File: config.mk
export PLATFORM = sky130hd
export DESIGN_NAME = uart_rx_core
export DESIGN_NICKNAME = d
export VERILOG_FILES = /design/src/rtl/uart_pkg.sv /design/src/rtl/uart_baud_div.sv /design/src/rtl/uart_rx_core.sv
export SDC_FILE = /design/constraint.sdc
export NUM_CORES = 1
export LEC_CHECK = 0
export ABC_AREA = 1
export CELL_PAD_IN_SITES_DETAIL_PLACEMENT = 0
export CELL_PAD_IN_SITES_GLOBAL_PLACEMENT = 1
export CORE_MARGIN = 1.5
export CORE_UTILIZATION = 45
export DETAILED_ROUTE_END_ITERATION = 6
export MAX_ROUTING_LAYER = met4
export PLACE_DENSITY_LB_ADDON = 0.05
export SKIP_CTS_REPAIR_TIMING = 1
export SLEW_MARGIN = 20
export SYNTH_ARGS = -nofsm -noshare
export SYNTH_HDL_FRONTEND = slang
export SYNTH_HIERARCHICAL = 1
export SYNTH_SLANG_ARGS = --single-unit
export TNS_END_PERCENT = 20
File: constraint.sdc
create_clock -name ACLK -period 5.99 [get_ports ACLK]
set_clock_uncertainty 0.2 [all_clocks]
set_input_delay 1.797 -clock ACLK [delete_from_list [all_inputs] [get_ports ACLK]]
set_output_delay 1.797 -clock ACLK [all_outputs]
set_load 0.005 [all_outputs]
File: src/rtl/uart_pkg.sv
`default_nettype none
// ============================================================================
// Module   : uart_pkg
// Brief    : Shared types and constants for the UART receive path.
// Revision : 1.0 - initial release
// ============================================================================
package uart_pkg;

  localparam int DIV_W          = 32;
  localparam int OVERSAMPLE_DEF = 16;

  typedef enum logic [2:0] {
    IDLE      = 3'd0,
    START     = 3'd1,
    DATA      = 3'd2,
    STOP      = 3'd3,
    WAIT_HIGH = 3'd4
  } rx_state_t;

endpackage
`default_nettype wire

File: src/rtl/uart_baud_div.sv
`default_nettype none
// ============================================================================
// Module   : uart_baud_div
// Brief    : Restoring divider, one quotient bit per cycle; start restarts it.
// Revision : 1.0 - initial release
// ============================================================================
module uart_baud_div
  import uart_pkg::*;
(
  input  logic               clk,
  input  logic               rst,
  input  logic               start,
  input  logic [DIV_W-1:0]   dividend,
  input  logic [DIV_W+3:0]   divisor,
  output logic               busy,
  output logic               done,
  output logic [DIV_W-1:0]   quotient
);

  localparam int c_cnt_w = $clog2(DIV_W);

  logic [DIV_W+4:0]   r_rem;
  logic [DIV_W+3:0]   r_dvs;
  logic [DIV_W-1:0]   r_q;
  logic [c_cnt_w-1:0] r_cnt;

  logic [DIV_W+4:0]   w_shift;
  logic [DIV_W+4:0]   w_diff;
  logic               w_ge;

  // r_q doubles as the dividend shift-out and the quotient shift-in register
  assign w_shift  = {r_rem[DIV_W+3:0], r_q[DIV_W-1]};
  assign w_ge     = (w_shift >= {1'b0, r_dvs});
  assign w_diff   = w_shift - {1'b0, r_dvs};
  assign quotient = r_q;

  always_ff @(posedge clk or posedge rst) begin
    if (rst) begin
      r_rem <= '0;
      r_dvs <= '0;
      r_q   <= '0;
      r_cnt <= '0;
      busy  <= 1'b0;
      done  <= 1'b0;
    end else begin
      done <= 1'b0;
      if (start) begin
        r_rem <= '0;
        r_dvs <= divisor;
        r_q   <= dividend;
        r_cnt <= '0;
        busy  <= 1'b1;
      end else if (busy) begin
        r_rem <= w_ge ? w_diff : w_shift;
        r_q   <= {r_q[DIV_W-2:0], w_ge};
        r_cnt <= r_cnt + 1'b1;
        if (r_cnt == c_cnt_w'(DIV_W - 1)) begin
          busy <= 1'b0;
          done <= 1'b1;
        end
      end
    end
  end

endmodule
`default_nettype wire

File: src/rtl/uart_rx_core.sv
`default_nettype none
// ============================================================================
// Module   : uart_rx_core
// Brief    : 8N1 UART receiver with runtime baud rate and internal divisor.
// Revision : 1.0 - initial release
// ============================================================================
module uart_rx_core
  import uart_pkg::*;
#(
  parameter int CLK_FREQ   = 100_000_000,
  parameter int DATA_WIDTH = 8,
  parameter int OVERSAMPLE = OVERSAMPLE_DEF
) (
  input  logic                  ACLK,
  input  logic                  ARESET,
  input  logic [31:0]           BAUD_RATE,
  input  logic                  UART_RX,
  output logic [DATA_WIDTH-1:0] RX_DATA,
  output logic                  RX_DONE,
  output logic                  RX_FRAME_ERR,
  output logic                  RX_BUSY,
  output logic                  DIV_VALID
);

  localparam int               c_os_log2  = $clog2(OVERSAMPLE);
  localparam int               c_idx_w    = $clog2(DATA_WIDTH);
  localparam logic [DIV_W-1:0] c_dividend = DIV_W'(CLK_FREQ);
  localparam logic [c_os_log2-1:0] c_half = c_os_log2'(OVERSAMPLE / 2 - 1);
  localparam logic [c_os_log2-1:0] c_full = c_os_log2'(OVERSAMPLE - 1);
  localparam logic [c_idx_w-1:0]   c_last = c_idx_w'(DATA_WIDTH - 1);

  logic [1:0]            r_sync;
  logic [31:0]           r_baud;
  logic [DIV_W-1:0]      r_div;
  logic [DIV_W-1:0]      r_tick_cnt;
  rx_state_t             r_state;
  logic [c_os_log2-1:0]  r_samp;
  logic [c_idx_w-1:0]    r_idx;
  logic [DATA_WIDTH-1:0] r_shift;

  logic                  w_rx_s;
  logic                  w_baud_chg;
  logic                  w_div_start;
  logic                  w_div_busy;
  logic                  w_div_done;
  logic [DIV_W-1:0]      w_quot;
  logic [DIV_W+3:0]      w_scaled;
  logic                  w_tick;
  logic                  w_start_det;

  // ---------------------------------------------------------------- sync
  always_ff @(posedge ACLK or posedge ARESET) begin
    if (ARESET) r_sync <= 2'b11;
    else        r_sync <= {r_sync[0], UART_RX};
  end
  assign w_rx_s = r_sync[1];

  // ------------------------------------------------------- divisor setup
  assign w_baud_chg  = (BAUD_RATE != r_baud);
  assign w_div_start = w_baud_chg && (BAUD_RATE != 32'd0);
  assign w_scaled    = {4'b0000, BAUD_RATE} << c_os_log2;

  uart_baud_div u_div (
    .clk      (ACLK),
    .rst      (ARESET),
    .start    (w_div_start),
    .dividend (c_dividend),
    .divisor  (w_scaled),
    .busy     (w_div_busy),
    .done     (w_div_done),
    .quotient (w_quot)
  );

  // A zero baud never enables the receiver, even if a stale result completes
  always_ff @(posedge ACLK or posedge ARESET) begin
    if (ARESET) begin
      r_baud    <= '0;
      r_div     <= DIV_W'(1);
      DIV_VALID <= 1'b0;
    end else if (w_baud_chg) begin
      r_baud    <= BAUD_RATE;
      DIV_VALID <= 1'b0;
    end else if (w_div_done && !w_div_busy && (r_baud != 32'd0)) begin
      r_div     <= (w_quot == '0) ? DIV_W'(1) : w_quot;
      DIV_VALID <= 1'b1;
    end
  end

  // -------------------------------------------------------- tick counter
  assign w_start_det = (r_state == IDLE) && !w_rx_s && DIV_VALID;
  assign w_tick      = DIV_VALID && (r_tick_cnt == r_div - 1'b1);

  always_ff @(posedge ACLK or posedge ARESET) begin
    if (ARESET)                                   r_tick_cnt <= '0;
    else if (!DIV_VALID || w_start_det || w_tick) r_tick_cnt <= '0;
    else                                          r_tick_cnt <= r_tick_cnt + 1'b1;
  end

  // ----------------------------------------------------------------- FSM
  always_ff @(posedge ACLK or posedge ARESET) begin
    if (ARESET) begin
      r_state      <= IDLE;
      r_samp       <= '0;
      r_idx        <= '0;
      r_shift      <= '0;
      RX_DATA      <= '0;
      RX_DONE      <= 1'b0;
      RX_FRAME_ERR <= 1'b0;
    end else begin
      RX_DONE      <= 1'b0;
      RX_FRAME_ERR <= 1'b0;
      if (!DIV_VALID) begin
        r_state <= IDLE;
        r_samp  <= '0;
        r_idx   <= '0;
      end else begin
        case (r_state)
          IDLE: begin
            if (!w_rx_s) begin
              r_state <= START;
              r_samp  <= '0;
              r_idx   <= '0;
            end
          end
          START: begin
            if (w_tick) begin
              if (r_samp == c_half) begin
                r_samp  <= '0;
                r_state <= w_rx_s ? IDLE : DATA;
              end else begin
                r_samp <= r_samp + 1'b1;
              end
            end
          end
          DATA: begin
            if (w_tick) begin
              if (r_samp == c_full) begin
                r_samp  <= '0;
                r_shift <= {w_rx_s, r_shift[DATA_WIDTH-1:1]};
                if (r_idx == c_last) r_state <= STOP;
                else                 r_idx   <= r_idx + 1'b1;
              end else begin
                r_samp <= r_samp + 1'b1;
              end
            end
          end
          STOP: begin
            if (w_tick) begin
              if (r_samp == c_full) begin
                r_samp <= '0;
                if (w_rx_s) begin
                  RX_DATA <= r_shift;
                  RX_DONE <= 1'b1;
                  r_state <= IDLE;
                end else begin
                  // Hold off until the line recovers so a break is not a new start
                  RX_FRAME_ERR <= 1'b1;
                  r_state      <= WAIT_HIGH;
                end
              end else begin
                r_samp <= r_samp + 1'b1;
              end
            end
          end
          WAIT_HIGH: begin
            if (w_rx_s) r_state <= IDLE;
          end
          default: r_state <= IDLE;
        endcase
      end
    end
  end

  assign RX_BUSY = (r_state == START) || (r_state == DATA) || (r_state == STOP);

endmodule
`default_nettype wire

Word-level counts from Yosys, hierarchy flattened
Index checks and enable logic that the tools add are counted.
W data, S select, Z words.
- register bits after elaboration: 234
- latch bits: 0
- bits in writable memories: 0
- bits in read-only memories: 0
- input port bits: 35
- output and inout bits: 12
- word-level logic and storage cells: 128
- memories: 0
- add/sub/neg operators: 6
- multiply operators: 0
- divide/modulo/power cells: 0
- magnitude comparators: 1
- equal/unequal tests: 23
- shift-type cells: 0
- multiplexer cells: 53
- bitwise logic cells: 1
- reduce and logical (&&, ||, !) cells: 26
- operators with widths (operator ; number):
    $mux W32 ; 4
    $mux W36 ; 3
    $reduce_bool A32 Y1 ; 2
    $mux W3 ; 16
    $ge A37 B36 Y1 ; 1
    $sub A36 B36 Y36 ; 1
    $add A32 B1 Y32 const B ; 1
    $eq A32 B32 Y1 ; 1
    $logic_not A32 Y1 ; 1
    $ne A32 B32 Y1 ; 1
    $sub A32 B1 Y32 const B ; 1
    $ne A3 B3 Y1 const B ; 10
    $mux W4 ; 6
    $mux W1 ; 18
    $pmux W3 S5 ; 1
    $pmux W4 S3 ; 1
    $mux W5 ; 2
    $reduce_and A5 Y1 ; 2
    $reduce_and A9 Y1 ; 1
    $reduce_and A4 Y1 ; 2
    $eq A3 B2 Y1 const B ; 2
    $eq A3 B3 Y1 const B ; 2
    $logic_and A1 B1 Y1 ; 6
    $pmux W3 S2 ; 1
    18 further kinds ; 24

Logic depth before layout (Yosys ltp)
Gate-level depths: netlist of the first run.
- depth in word-level cells: 6
- mapped depth: 20
- depth with buffers taken out: 20

Hierarchy
Netlist of the first run, hierarchy kept.
- modules (own cells, without submodules) (module ; instances ; cells an instance ; area an instance (um2) ; seq. area each (um2)):
    uart_rx_core ; 1 ; 1020 ; 7673.6 ; 3181.8
    uart_baud_div ; 1 ; 1124 ; 7626.1 ; 2777.7

Worst setup path after synthesis of the first run
No wires, ideal clock.
- path kind: in2reg
- from: input port BAUD_RATE[27]
- to: register u_div.r_rem[13]
- library setup time: 66 ps
- arrival: 3822 ps
- required time: 5724 ps
- setup slack: 1902 ps
- cell stages on the path: 12
- buffers on the path: 3
- cells stage by stage: xor2_1 -> nor4_1 -> nand2_1 -> nor4b_1 -> nand2_1 -> o21a_1 -> clkbuf_1 -> nor2_1 -> clkbuf_1 -> clkbuf_1 -> nand2_1 -> nand2_1
- word-level cells in the longest chain between the ends: 3
- elaborated cells between the ends (all ways): 5
- those cells by class: eq/ne (1); mux (1); reduce/logical (3)
- RTL lines (item ; RTL line ; source):
    start, declared ; uart_rx_core.sv:16 ; input logic [31:0] BAUD_RATE,
    $ne A32 B32 Y1 or $reduce_bool A32 Y1 (tied branches) ; uart_rx_core.sv:59, uart_rx_core.sv:60 ;
    $logic_and A1 B1 Y1 * ; uart_rx_core.sv:60 ; assign w_div_start = w_baud_chg && (BAUD_RATE != 32'd0);
    via w_div_start ; uart_rx_core.sv:43 ; logic w_div_start;
    $mux W36 or $reduce_bool A2 Y1 (tied branches) ; n/a ;
    end signal, assigned ; uart_baud_div.sv:54 ; r_rem <= w_ge ? w_diff : w_shift;
    end, declared ; uart_baud_div.sv:22 ; logic [DIV_W+4:0] r_rem;
Mark *: on every way through the listed nets, which the timed path passes. The rest lies on a longest branch.
A chain may end at the register's enable or synchronous reset.

Worst setup path after layout of the first run
- from: input port BAUD_RATE[2]
- to: register u_div.r_q[5] (netlist: u_div/quotient[5])
- word-level cells in the longest chain between the ends: 3
- elaborated cells between the ends (all ways): 5
- those cells by class: eq/ne (1); mux (1); reduce/logical (3)
- RTL lines (item ; RTL line ; source):
    $ne A32 B32 Y1 or $reduce_bool A32 Y1 (tied branches) ; uart_rx_core.sv:59, uart_rx_core.sv:60 ;
    $logic_and A1 B1 Y1 * ; uart_rx_core.sv:60 ;
    via w_div_start ; uart_rx_core.sv:43 ;
    $mux W32 or $reduce_bool A2 Y1 (tied branches) ; n/a ;
    end signal, assigned ; uart_baud_div.sv:50 ; r_q <= dividend;
    end signal, assigned ; uart_baud_div.sv:55 ; r_q <= {r_q[DIV_W-2:0], w_ge};
    end, declared ; uart_baud_div.sv:24 ; logic [DIV_W-1:0] r_q;
Marked as above.

==> implementation parameters, run 1 <==
Parameter                              Value

Timing
  Count of final max-slew check failures    0
  Final setup violation count    0
  Maximum clock frequency    roughly 210 MHz
  Final Hold Violating Endpoints    0
  Final period util    just under 80%
  RSZ-0062 raised after global routing    false
  WHS    roughly 0.15 ns
  Worst slew slack as a fraction of its limit    32.9%
  Worst Max-Slew Pin Slew    1.01 ns
  Setup Total Neg Slack    0 ns
  Shortest period the worst path allows    4.71 ns
  Min setup slack post-route    1.28 ns

Worst setup path
  End of the worst register-to-register path    u_div/quotient[5]
  Most Frequent Cell on Critical Path    sky130_fd_sc_hd__nand2_1
  Origin of the worst setup path    BAUD_RATE[2]
  Worst r2r path cells    9
  CP startpoint kind    input pin
  Launch instance of the worst register-to-register path    r_baud[2]
  Critical path's largest stage delay    0.52 ns
  CP Data Arrival Time    4.96 ns
  Standard cell with the maximum stage delay on the critical path    sky130_fd_sc_hd__nor2_4
  Maximum fanout encountered on the critical timing path    28
  Cell breakdown of the critical path    clkdlybuf4s50_1, xor2_1, nor4_1, nand2_1, nor4b_1, nand2_1, o21a_4, nor2_4, inv_2, o221ai_1
  CP endpoint    u_div/quotient[5]
  Required time at the endpoint of the critical path    6.24 ns
  Category of the most critical setup path    input pin to flop
  Total number of cells along the worst setup path    10
  Crit path buffers/inverters    2
  Top delay family on crit path    simple AND/OR/NAND/NOR gates
  Worst Setup End Kind    flop
  Worst R2R Setup Slack    2.66 ns

Pwr
  Clock network fraction of design power    49.3%
  Power dissipated by switching net loads    between 0.8 and 0.9 mW
  Net switching fraction of the power    a little under a quarter
  Total power of the final layout    3.74 mW
  Internal power consumption    2.85 mW
  P_leak    9.13 nW
  Power density over the cells    ~220 nW/um^2
  Worst vdd rail ir drop    just under 200 uV
  Share of power burned in combinational logic    just over 6%
  Sequential cell fraction of total power    44.5%

CTS
  # clock sinks    238
  Source-to-sink clock delay at the later pin of the worst-skew pair    0.55 ns
  Number of H-tree levels    1
  CTS tree    yes
  CTS clock-pin slew for the worst setup and hold paths    0.06 ns
  Total CTS buffers    28
  Maximum buffer depth of the clock tree    3
  Root buffer cell    sky130_fd_sc_hd__clkbuf_16

Synth
  Mean instance size in the synthesized netlist    around 7.1 sq um
  Share of synthesized registers carrying an async set or reset    100%
  Synth top area share    38.4%
  Synthesis warning total    6
  Cell types with the highest counts after synthesis    674 x sky130_fd_sc_hd__nand2_1, 305 x sky130_fd_sc_hd__inv_1, 235 x sky130_fd_sc_hd__dfrtp_1, 210 x sky130_fd_sc_hd__nor2_1
  Post-synth EDFFs    0
  Synthesized instance count    approximately 2100
  Share of synthesized area occupied by flip-flops and latches    39.0%
  Number of unique standard cell types used by synthesis    54
  Cell taking the most area after synthesis    sky130_fd_sc_hd__dfrtp_1
  Flops & latches, synth    238
  Top-count cell post-synth    sky130_fd_sc_hd__nand2_1
  Dominant register cell in the synthesized netlist    sky130_fd_sc_hd__dfrtp_1
  Area of the mapped netlist    15300 sq um
  Cells taking the most area after synthesis    sky130_fd_sc_hd__dfrtp_1 38%, sky130_fd_sc_hd__nand2_1 17%, sky130_fd_sc_hd__inv_1 7.5%, sky130_fd_sc_hd__nor2_1 5.2%, sky130_fd_sc_hd__xor2_1 3.9%

Final layout
  Diode count    0
  Post-layout nets    2264
  Post-layout utilization of the core    51.3%
  Proportion of layout cells with a drive suffix above 1    slightly below 8%
  Area growth, synth to finish    12.4%

Die
  Core ar.    approximately 34000 sq um
  Initial standard-cell utilization of the core    45.6%
  Die outline area    35100 sq um
  Die width    between 150 and 200 microns
  Overall die height    187 microns
  Floorplan row count    67
  I/O pin count    47

Routing
  Routed length per placed instance    roughly 16 microns
  Via count    13266
  DRC violations left    0
  Via/cell ratio    5.00
  Wirelength, routed    43000 microns
  Drt pass-1 iters    7
  Antenna-violating nets left    0
  Starting DRT DRC Count    795

Status
  Run status    finished, final reports clean

Global routing
  All-layer global routing usage    between 20% and 30%
  Layer with the highest usage    met2
  Met2 usage in global routing    40.5%
  Number of antenna violations at the first check in global routing    0
  Pin count of the biggest net entering global routing    just over 90
  M1 GR Usage    35.6%
  Grt met3 use    2.65%
  Total congestion overflow    0
  Number of global-route vias before repair    between 10000 and 15000
  Wire length of the first global-routing pass    70400 microns

Place
  Worst slack at placement    0.740 ns
  Post-detailed-placement half-perimeter wirelength    33200 microns
  Port Buffer Count    46
  Weighted congestion reported at the end of routability-driven placement    0.916

Run
  Number of max-cap violations    0

Worst hold path
  Worst hold path class    flop to flop
placed cells by master, fill, tap and decap left out, types with 29 or more instances in the layout:
cell type                         Yosys  routed
sky130_fd_sc_hd__ha_1                43      43
sky130_fd_sc_hd__inv_1              305     303
sky130_fd_sc_hd__o21ai_0             99      99
sky130_fd_sc_hd__dfrtp_1            235     235
sky130_fd_sc_hd__xor2_1              68      68
sky130_fd_sc_hd__conb_1               2      36
sky130_fd_sc_hd__nand4_1             41      41
sky130_fd_sc_hd__o221ai_1            29      29
sky130_fd_sc_hd__clkdlybuf4s50_1      0      46
sky130_fd_sc_hd__nand2_1            674     674
sky130_fd_sc_hd__nand3_1             99      98
sky130_fd_sc_hd__a21oi_1             36      36
sky130_fd_sc_hd__nor2_1             210     208
power by group through the flow:
stage / registers (mW) / clock network [mW] / logic, mW
after global placement: 1.69 / 0 / 0.229
after detailed placement: 1.69 / 0 / 0.231
after global routing: 1.67 / 1.96 / 0.261
after floorplan: 1.69 / 0 / 0.144
final: 1.66 / 1.84 / 0.230
after CTS: 1.66 / 1.88 / 0.232
worst reg2reg max path, delay by kind of cell (launching register included):
| family | cells | cell delay (ns) |
|---|---|---|
| AO/OA/AOI/OAI | 2 | 0.52 |
| AND/OR/NAND/NOR | 5 | 1.60 |
| flip-flops | 1 | 0.40 |
| buffers and inverters | 1 | 0.37 |
| XOR/XNOR | 1 | 0.15 |
kinds of logic (layout without fill, tap and decap cells):
logic type / count (synthesis) / in the layout / synth area share, %
and+or+nand+nor: 1153 / 1153 / 32.8
buffers and inverters: 397 / 425 / 10.3
DFF: 238 / 238 / 39.0
AOI/OAI and AO/OA: 216 / 216 / 8.73
xor gates and xnor gates: 94 / 94 / 5.47
adders and majority gates: 44 / 44 / 3.65
other: 2 / 36 / 0.0491
registers in the layout, summed over array words and instances (netlist names), 2 cells and up:
signal	cells
u_div/r_cnt	5
r_state	3
u_div/r_dvs	36
r_idx	3
RX_DATA	8
u_div/quotient	32
r_tick_cnt	32
r_samp	4
r_shift	8
r_baud	32
r_div	32
r_sync	2
u_div/r_rem	36
stage by stage:
stage / std cells / cell area [sq um]
after CTS: 2654 / 17200
after detailed placement: 2603 / 16200
after global placement: 2603 / 16200
final: 2654 / 17200
after global routing: 2654 / 17200
after floorplan: 2178 / 15400
final cells by class:
cell class | count | area (sq um)
Fill cell | 3358 | 16300
Timing Repair Buffer | 56 | 561
Tap cell | 448 | 561
Clock inverter | 16 | 236
Inverter | 318 | 1200
Clock buffer | 35 | 767
Multi-Input combinational cell | 1543 | 7910
Sequential cell | 238 | 5960
per-layer routing:
| metal | share of wire (%) | up-vias |
|---|---|---|
| li1 | - | 6775 |
| met1 | 48 | 6208 |
| met2 | 46 | 215 |
| met3 | 3.3 | 68 |
| met4 | 2.7 | 0 |
| met5 | 0 | - |
how the worst min path moves through the flow:
stage                   start         to  cells after the start
floorplan           r_sync[0]  r_sync[1]                      0
global placement    r_sync[0]  r_sync[1]                      0
detailed placement  r_sync[0]  r_sync[1]                      0
CTS                 r_sync[0]  r_sync[1]                      0
global route        r_sync[0]  r_sync[1]                      0
finish              r_sync[0]  r_sync[1]                      0
No activity file was read; power rests on OpenSTA's default activity.
==> run 2, diff against run 1 <==
==> constraint.sdc (replaced) <==
create_clock -name ACLK -period 4.83 [get_ports ACLK]
set_clock_uncertainty 0.2 [all_clocks]
set_input_delay 1.449 -clock ACLK [delete_from_list [all_inputs] [get_ports ACLK]]
set_output_delay 1.449 -clock ACLK [all_outputs]
set_load 0.005 [all_outputs]
==> run 2 against run 1 <==
Final cell count up 0.23%. Worst hold slack improved by 0.0039 ns. Routed wire length down 2.3%. Die area stayed put. Power up 18%. Clock power grew 12%. Combinational power up 24%. Critical path type unchanged.
==> implementation parameters, run 2 (synthesis results as in run 1) <==
Parameter                              Value

Status
  Run status    finished, final reports clean

Final layout
  Area growth, synth to finish    12.3%
  Diode count    0 (unchanged)
  Most common library cell in the layout ignoring fill and taps    sky130_fd_sc_hd__nand2_1
  Proportion of layout cells with a drive suffix above 1    7.96% (+0.024 points)
  Post-layout nets    2270 (+0.27%)
  Post-layout utilization of the core    51.2% (-0.052 points)
  Commonest cells after routing, fill and taps aside    674 x sky130_fd_sc_hd__nand2_1, 303 x sky130_fd_sc_hd__inv_1, 235 x sky130_fd_sc_hd__dfrtp_1, 208 x sky130_fd_sc_hd__nor2_1, 99 x sky130_fd_sc_hd__o21ai_0
  Registers with the most flip-flops    u_div/r_dvs (36), u_div/r_rem (36)

Timing
  Setup Total Neg Slack    0 ns (unchanged)
  Shortest period the worst path allows    3.92 ns
  Worst Max-Slew Pin Slew    0.743 ns (-0.263 ns)
  Final Hold Violating Endpoints    0 (unchanged)
  Final setup violation count    0 (unchanged)
  Final period util    approximately four fifths
  Min setup slack post-route    0.915 ns (-0.366 ns)
  Maximum clock frequency    255 MHz
  Worst slew slack as a fraction of its limit    50.3% (+17 points)
  WHS    0.156 ns (+0.00394 ns)
  Count of final max-slew check failures    0 (unchanged)
  RSZ-0062 raised after global routing    false

CTS
  Total CTS buffers    28 (unchanged)
  Source-to-sink clock delay at the later pin of the worst-skew pair    0.55 ns (about the same)
  Root buffer cell    sky130_fd_sc_hd__clkbuf_16
  Number of H-tree levels    1 (unchanged)
  Maximum buffer depth of the clock tree    3 (unchanged)
  # clock sinks    238 (unchanged)
  CTS clock-pin slew for the worst setup and hold paths    0.06 ns (about the same)
  CTS tree    yes

Die
  Die outline area    35100 sq um (unchanged)
  Core ar.    33500 sq um (unchanged)
  Floorplan row count    67 (unchanged)
  Die width    187 microns (unchanged)
  Initial standard-cell utilization of the core    45.6% (unchanged)
  Overall die height    187 microns (unchanged)
  I/O pin count    47 (unchanged)

Worst setup path
  Top delay family on crit path    simple AND/OR/NAND/NOR gates
  Worst Setup End Kind    flop
  CP Data Arrival Time    4.16 ns (-0.80 ns)
  Worst R2R Setup Slack    1.69 ns (-0.97 ns)
  Total number of cells along the worst setup path    11 (+1)
  Category of the most critical setup path    input pin to flop
  Crit path buffers/inverters    3 (+1)
  Cell breakdown of the critical path    clkdlybuf4s50_1, xor2_1, nor4_1, nand2_1, nor4b_1, buf_4, nand2_1, o21a_4, nor2_4, inv_2, o221ai_1
  Maximum fanout encountered on the critical timing path    28 (unchanged)
  Required time at the endpoint of the critical path    5.08 ns (-1.16 ns)
  Most Frequent Cell on Critical Path    sky130_fd_sc_hd__nand2_1
  Worst r2r path cells    11 (+2)
  CP startpoint kind    input pin
  Standard cell with the maximum stage delay on the critical path    sky130_fd_sc_hd__clkdlybuf4s50_1
  Critical path's largest stage delay    0.50 ns (-0.02 ns)
  Launch instance of the worst register-to-register path    u_div/r_rem[31]
  End of the worst register-to-register path    u_div/r_rem[32]

Place
  Weighted congestion reported at the end of routability-driven placement    0.972 (+6.1%)
  Port Buffer Count    46 (unchanged)
  Post-detailed-placement half-perimeter wirelength    32700 microns (-1.4%)
  Worst slack at placement    0.380 ns (-0.361 ns)

Global routing
  Number of global-route vias before repair    13219 (+1.2%)
  Number of antenna violations at the first check in global routing    0 (unchanged)
  Total congestion overflow    0 (unchanged)
  Wire length of the first global-routing pass    69500 microns (-1.2%)
  Pin count of the biggest net entering global routing    106 (+14%)
  All-layer global routing usage    25.3% (-0.49 points)

Worst hold path
  Hold Startpoint    r_sync[0]
  Number of stages on the worst hold path    0 (unchanged)
  Endpoint with the worst hold slack    r_sync[1]
  Worst hold path class    flop to flop

Routing
  Via count    13262 (-0.030%)
  Antenna-violating nets left    0 (unchanged)
  Starting DRT DRC Count    797 (+0.25%)
  Drt pass-1 iters    5 (-2)
  Routed length per placed instance    15.8 microns (-2.6%)
  DRC violations left    0 (unchanged)
  Via/cell ratio    4.99 (-0.26%)
  Wirelength, routed    42000 microns (-2.3%)

Pwr
  Worst vdd rail ir drop    280 uV (+45%)
  P_leak    9.10 nW (-0.29%)
  Power density over the cells    257 nW/um^2 (+18%)
  Total power of the final layout    4.42 mW (+18%)

Run
  Number of max-cap violations    0 (unchanged)
## run 2: cell types whose count changed in the layout (fill, tap and decap cells not counted), moves of 2 or more
cell / before / now
sky130_fd_sc_hd__bufinv_16: 5 / 1
sky130_fd_sc_hd__clkinv_4: 2 / 0
sky130_fd_sc_hd__buf_4: 8 / 11
sky130_fd_sc_hd__clkinvlp_4: 1 / 4
sky130_fd_sc_hd__clkbuf_1: 3 / 8
sky130_fd_sc_hd__buf_12: 2 / 5
sky130_fd_sc_hd__clkbuf_8: 4 / 6
## run 2: final cells by class
cell class                      instances  area (sq um)
Multi-Input combinational cell       1543          7910
Fill cell                            3404         16400
Timing Repair Buffer                   62           643
Sequential cell                       238          5960
Tap cell                              448           561
Clock buffer                           42           813
Inverter                              318          1200
Clock inverter                          9          88.8
## run 2: worst reg2reg max path, stage by stage (launching register included)
cell	delay [ns]
sky130_fd_sc_hd__dfrtp_1	0.40
sky130_fd_sc_hd__ha_1	0.39
sky130_fd_sc_hd__a21oi_1	0.32
sky130_fd_sc_hd__nand2_1	0.14
sky130_fd_sc_hd__nand2_1	0.11
sky130_fd_sc_hd__nand2_1	0.08
sky130_fd_sc_hd__a21oi_2	0.16
sky130_fd_sc_hd__nand4_4	0.58
sky130_fd_sc_hd__nand2_2	0.45
sky130_fd_sc_hd__nand2_1	0.09
sky130_fd_sc_hd__nand2_1	0.07
sky130_fd_sc_hd__nand2_1	0.05
## run 2: report_power, final
| part | switching [mW] | total [mW] | internal, mW |
|---|---|---|---|
| logic | 0.190 | 0.286 | 0.0960 |
| registers | 0.0250 | 2.06 | 2.04 |
| clock network | 0.855 | 2.07 | 1.21 |
| total | 1.07 | 4.42 | 3.35 |
## run 2: worst max path at each step
stage                  from                 end
2_1_floorplan        ARESET          u_div/busy
3_3_place_gp   BAUD_RATE[2]  u_div/quotient[29]
3_5_place_dp   BAUD_RATE[2]   u_div/quotient[2]
4_1_cts        BAUD_RATE[2]  u_div/quotient[21]
5_1_grt        BAUD_RATE[2]   u_div/quotient[7]
6_report       BAUD_RATE[2]  u_div/quotient[21]
## run 2: metal layers
metal | routed length, microns | part of all wire (%) | vias to the layer above | global-route usage (%)
met4 | 615 | 1.5 | 0 | 5.35
li1 | - | - | 6791 | -
met5 | 0 | 0 | - | -
met2 | 19300 | 46 | 215 | 39.7
met3 | 1470 | 3.5 | 44 | 2.25
met1 | 20700 | 49 | 6212 | 35.7
## run 2: stage by stage
step / cell area [sq um] / instances
global placement: 16300 / 2609
finish: 17200 / 2660
global route: 17200 / 2660
floorplan: 15400 / 2178
CTS: 17200 / 2660
detailed placement: 16300 / 2609
==> run 3, diff against run 2 <==
==> constraint.sdc (replaced) <==
create_clock -name ACLK -period 4 [get_ports ACLK]
set_clock_uncertainty 0.2 [all_clocks]
set_input_delay 1.2 -clock ACLK [delete_from_list [all_inputs] [get_ports ACLK]]
set_output_delay 1.2 -clock ACLK [all_outputs]
set_load 0.005 [all_outputs]
==> run 3 against run 2 <==
Sequential share of layout area is 0.44 points lower. Worst setup slack got worse by 0.31 ns. Clock power up 18%. Via count increased by 1.5%. Die area stayed put. Combinational power up 30%. Power up 20%. Final area is 1.3% higher.
==> implementation parameters, run 3 (synthesis results as in run 1) <==
Parameter                              Value

Status
  Run status    finished, final reports clean

Worst hold path
  Worst hold path class    flop to flop

Pwr
  Power dissipated by switching net loads    1.26 mW (+18%)
  Internal power consumption    4.06 mW (+21%)
  Sequential cell fraction of total power    46.8% (about the same)
  Power density over the cells    306 nW/um^2 (+19%)
  Total power of the final layout    5.32 mW (+20%)
  Net switching fraction of the power    23.7% (-0.55 points)
  P_leak    9.24 nW (+1.5%)
  Share of power burned in combinational logic    7.0% (+0.5 points)
  Worst vdd rail ir drop    257 uV (-8.1%)
  Clock network fraction of design power    46.2% (-0.6 points)

Routing
  Routed length per placed instance    16.3 microns (+3.1%)
  DRC violations left    0 (unchanged)
  Drt pass-1 iters    5 (unchanged)
  Via/cell ratio    5.01 (+0.56%)
  Wirelength, routed    43700 microns (+4.0%)
  Antenna-violating nets left    0 (unchanged)
  Starting DRT DRC Count    778 (-2.4%)
  Via count    13456 (+1.5%)

Timing
  Final Hold Violating Endpoints    0 (unchanged)
  Count of final max-slew check failures    0 (unchanged)
  Maximum clock frequency    294 MHz
  Final period util    84.9%
  RSZ-0062 raised after global routing    false
  Shortest period the worst path allows    between 3 and 4 ns
  Worst Max-Slew Pin Slew    0.775 ns (+0.0316 ns)
  Worst slew slack as a fraction of its limit    48.2% (-2.1 points)
  Setup Total Neg Slack    0 ns (unchanged)
  Final setup violation count    0 (unchanged)

Worst setup path
  Maximum fanout encountered on the critical timing path    28 (unchanged)
  CP startpoint kind    input pin
  Worst R2R Setup Slack    1.04 ns (-0.65 ns)
  Category of the most critical setup path    input pin to flop
  Required time at the endpoint of the critical path    4.23 ns (-0.85 ns)
  CP Data Arrival Time    3.63 ns (-0.53 ns)
  Worst Setup End Kind    flop

Global routing
  Number of antenna violations at the first check in global routing    0 (unchanged)
  Number of global-route vias before repair    13425 (+1.6%)
  Wire length of the first global-routing pass    71500 microns (+2.8%)
  All-layer global routing usage    26.1% (+0.86 points)
  Pin count of the biggest net entering global routing    66 (-38%)
  Total congestion overflow    0 (unchanged)

Die
  Floorplan row count    67 (unchanged)
  Core ar.    33500 sq um (unchanged)
  I/O pin count    47 (unchanged)
  Die outline area    35100 sq um (unchanged)
  Die width    187 microns (unchanged)
  Overall die height    187 microns (unchanged)
  Initial standard-cell utilization of the core    45.6% (unchanged)

Final layout
  Combined area of the multi-input logic cells    7910 sq um (unchanged)
  Most common library cell in the layout ignoring fill and taps    sky130_fd_sc_hd__nand2_1
  FILL cells    3368 (-1.1%)
  Sequential cell area    5960 sq um (unchanged)
  Proportion of layout cells with a drive suffix above 1    8.86% (+0.90 points)
  Area growth, synth to finish    13.7%
  Post-layout utilization of the core    51.9% (+0.65 points)
  Commonest cells after routing, fill and taps aside    674 x sky130_fd_sc_hd__nand2_1, 303 x sky130_fd_sc_hd__inv_1, 235 x sky130_fd_sc_hd__dfrtp_1, 208 x sky130_fd_sc_hd__nor2_1, 99 x sky130_fd_sc_hd__o21ai_0
  Registers with the most flip-flops    u_div/r_dvs (36), u_div/r_rem (36)
  Post-layout nets    2294 (+1.1%)

Place
  Weighted congestion reported at the end of routability-driven placement    0.902 (-7.2%)
  Post-detailed-placement half-perimeter wirelength    34500 microns (+5.5%)
  Port Buffer Count    46 (unchanged)

CTS
  Source-to-sink clock delay at the later pin of the worst-skew pair    0.53 ns (-0.02 ns)
  Maximum buffer depth of the clock tree    3 (unchanged)
  Number of H-tree levels    1 (unchanged)
  CTS tree    yes
  Total CTS buffers    26 (-7.1%)
  CTS clock-pin slew for the worst setup and hold paths    0.06 ns (about the same)
  Root buffer cell    sky130_fd_sc_hd__clkbuf_16
  # clock sinks    238 (unchanged)

Run
  Number of max-cap violations    0 (unchanged)
==> run 3: routing by layer <==
| metal | up-vias | track usage (%) | routed length (microns) | share of wire (%) |
|---|---|---|---|---|
| li1 | 6839 | - | - | - |
| met1 | 6333 | 35.0 | 20900 | 48 |
| met2 | 229 | 43.0 | 20500 | 47 |
| met3 | 55 | 2.78 | 1420 | 3.3 |
| met5 | - | - | 0 | 0 |
| met4 | 0 | 5.54 | 854 | 2.0 |
==> run 3: path summary, 6_finish.rpt <==
check	start	endpoint	depth (start not counted)
max in group asynchronous	ARESET	r_sync[1]	3
max reg2reg	r_div[1]	r_tick_cnt[0]	14
max	BAUD_RATE[24]	u_div/quotient[19]	12
min reg2reg	r_sync[0]	r_sync[1]	0
min in group asynchronous	ARESET	u_div/r_dvs[27]	2
min	r_sync[0]	r_sync[1]	0
==> run 3: per-stage QoR <==
stage	instances	setup slack, ns	hold slack [ns]	area [sq um]
2_1_floorplan	2178	-0.331	0.145	15400
3_3_place_gp	2635	0.141	0.147	16500
3_5_place_dp	2635	0.0952	0.148	16500
4_1_cts	2683	0.628	0.160	17400
5_1_grt	2683	0.444	0.163	17400
6_report	2684	0.603	0.158	17400
==> run 3: layout make-up <==
type,instances,area share (%)
sequential,238,34.3
clock inverter,7,0.547
tap,448,3.22
clock buffer,41,4.47
inverter,318,6.90
antenna,1,0.0144
multi-input combinational,1543,45.5
timing repair buffer,88,5.11
==> run 3: power groups by stage <==
stage / clock [mW] / sequential [mW] / combinational (mW)
after global placement: 0 / 2.53 / 0.370
after CTS: 2.51 / 2.49 / 0.376
after floorplan: 0 / 2.53 / 0.216
after detailed placement: 0 / 2.53 / 0.374
after global routing: 2.60 / 2.50 / 0.420
final: 2.45 / 2.49 / 0.372
==> run 3: worst max-delay path, cell delays in order <==
cell and delay (ns):
sky130_fd_sc_hd__clkdlybuf4s50_1 0.48, sky130_fd_sc_hd__xor2_1 0.19, sky130_fd_sc_hd__nor4_1 0.28, sky130_fd_sc_hd__nand2_1 0.12
sky130_fd_sc_hd__nor4b_1 0.25, sky130_fd_sc_hd__buf_4 0.17, sky130_fd_sc_hd__nand2_1 0.07, sky130_fd_sc_hd__o21a_4 0.16
sky130_fd_sc_hd__nor2_4 0.15, sky130_fd_sc_hd__buf_4 0.13, sky130_fd_sc_hd__inv_2 0.17, sky130_fd_sc_hd__o221ai_1 0.23
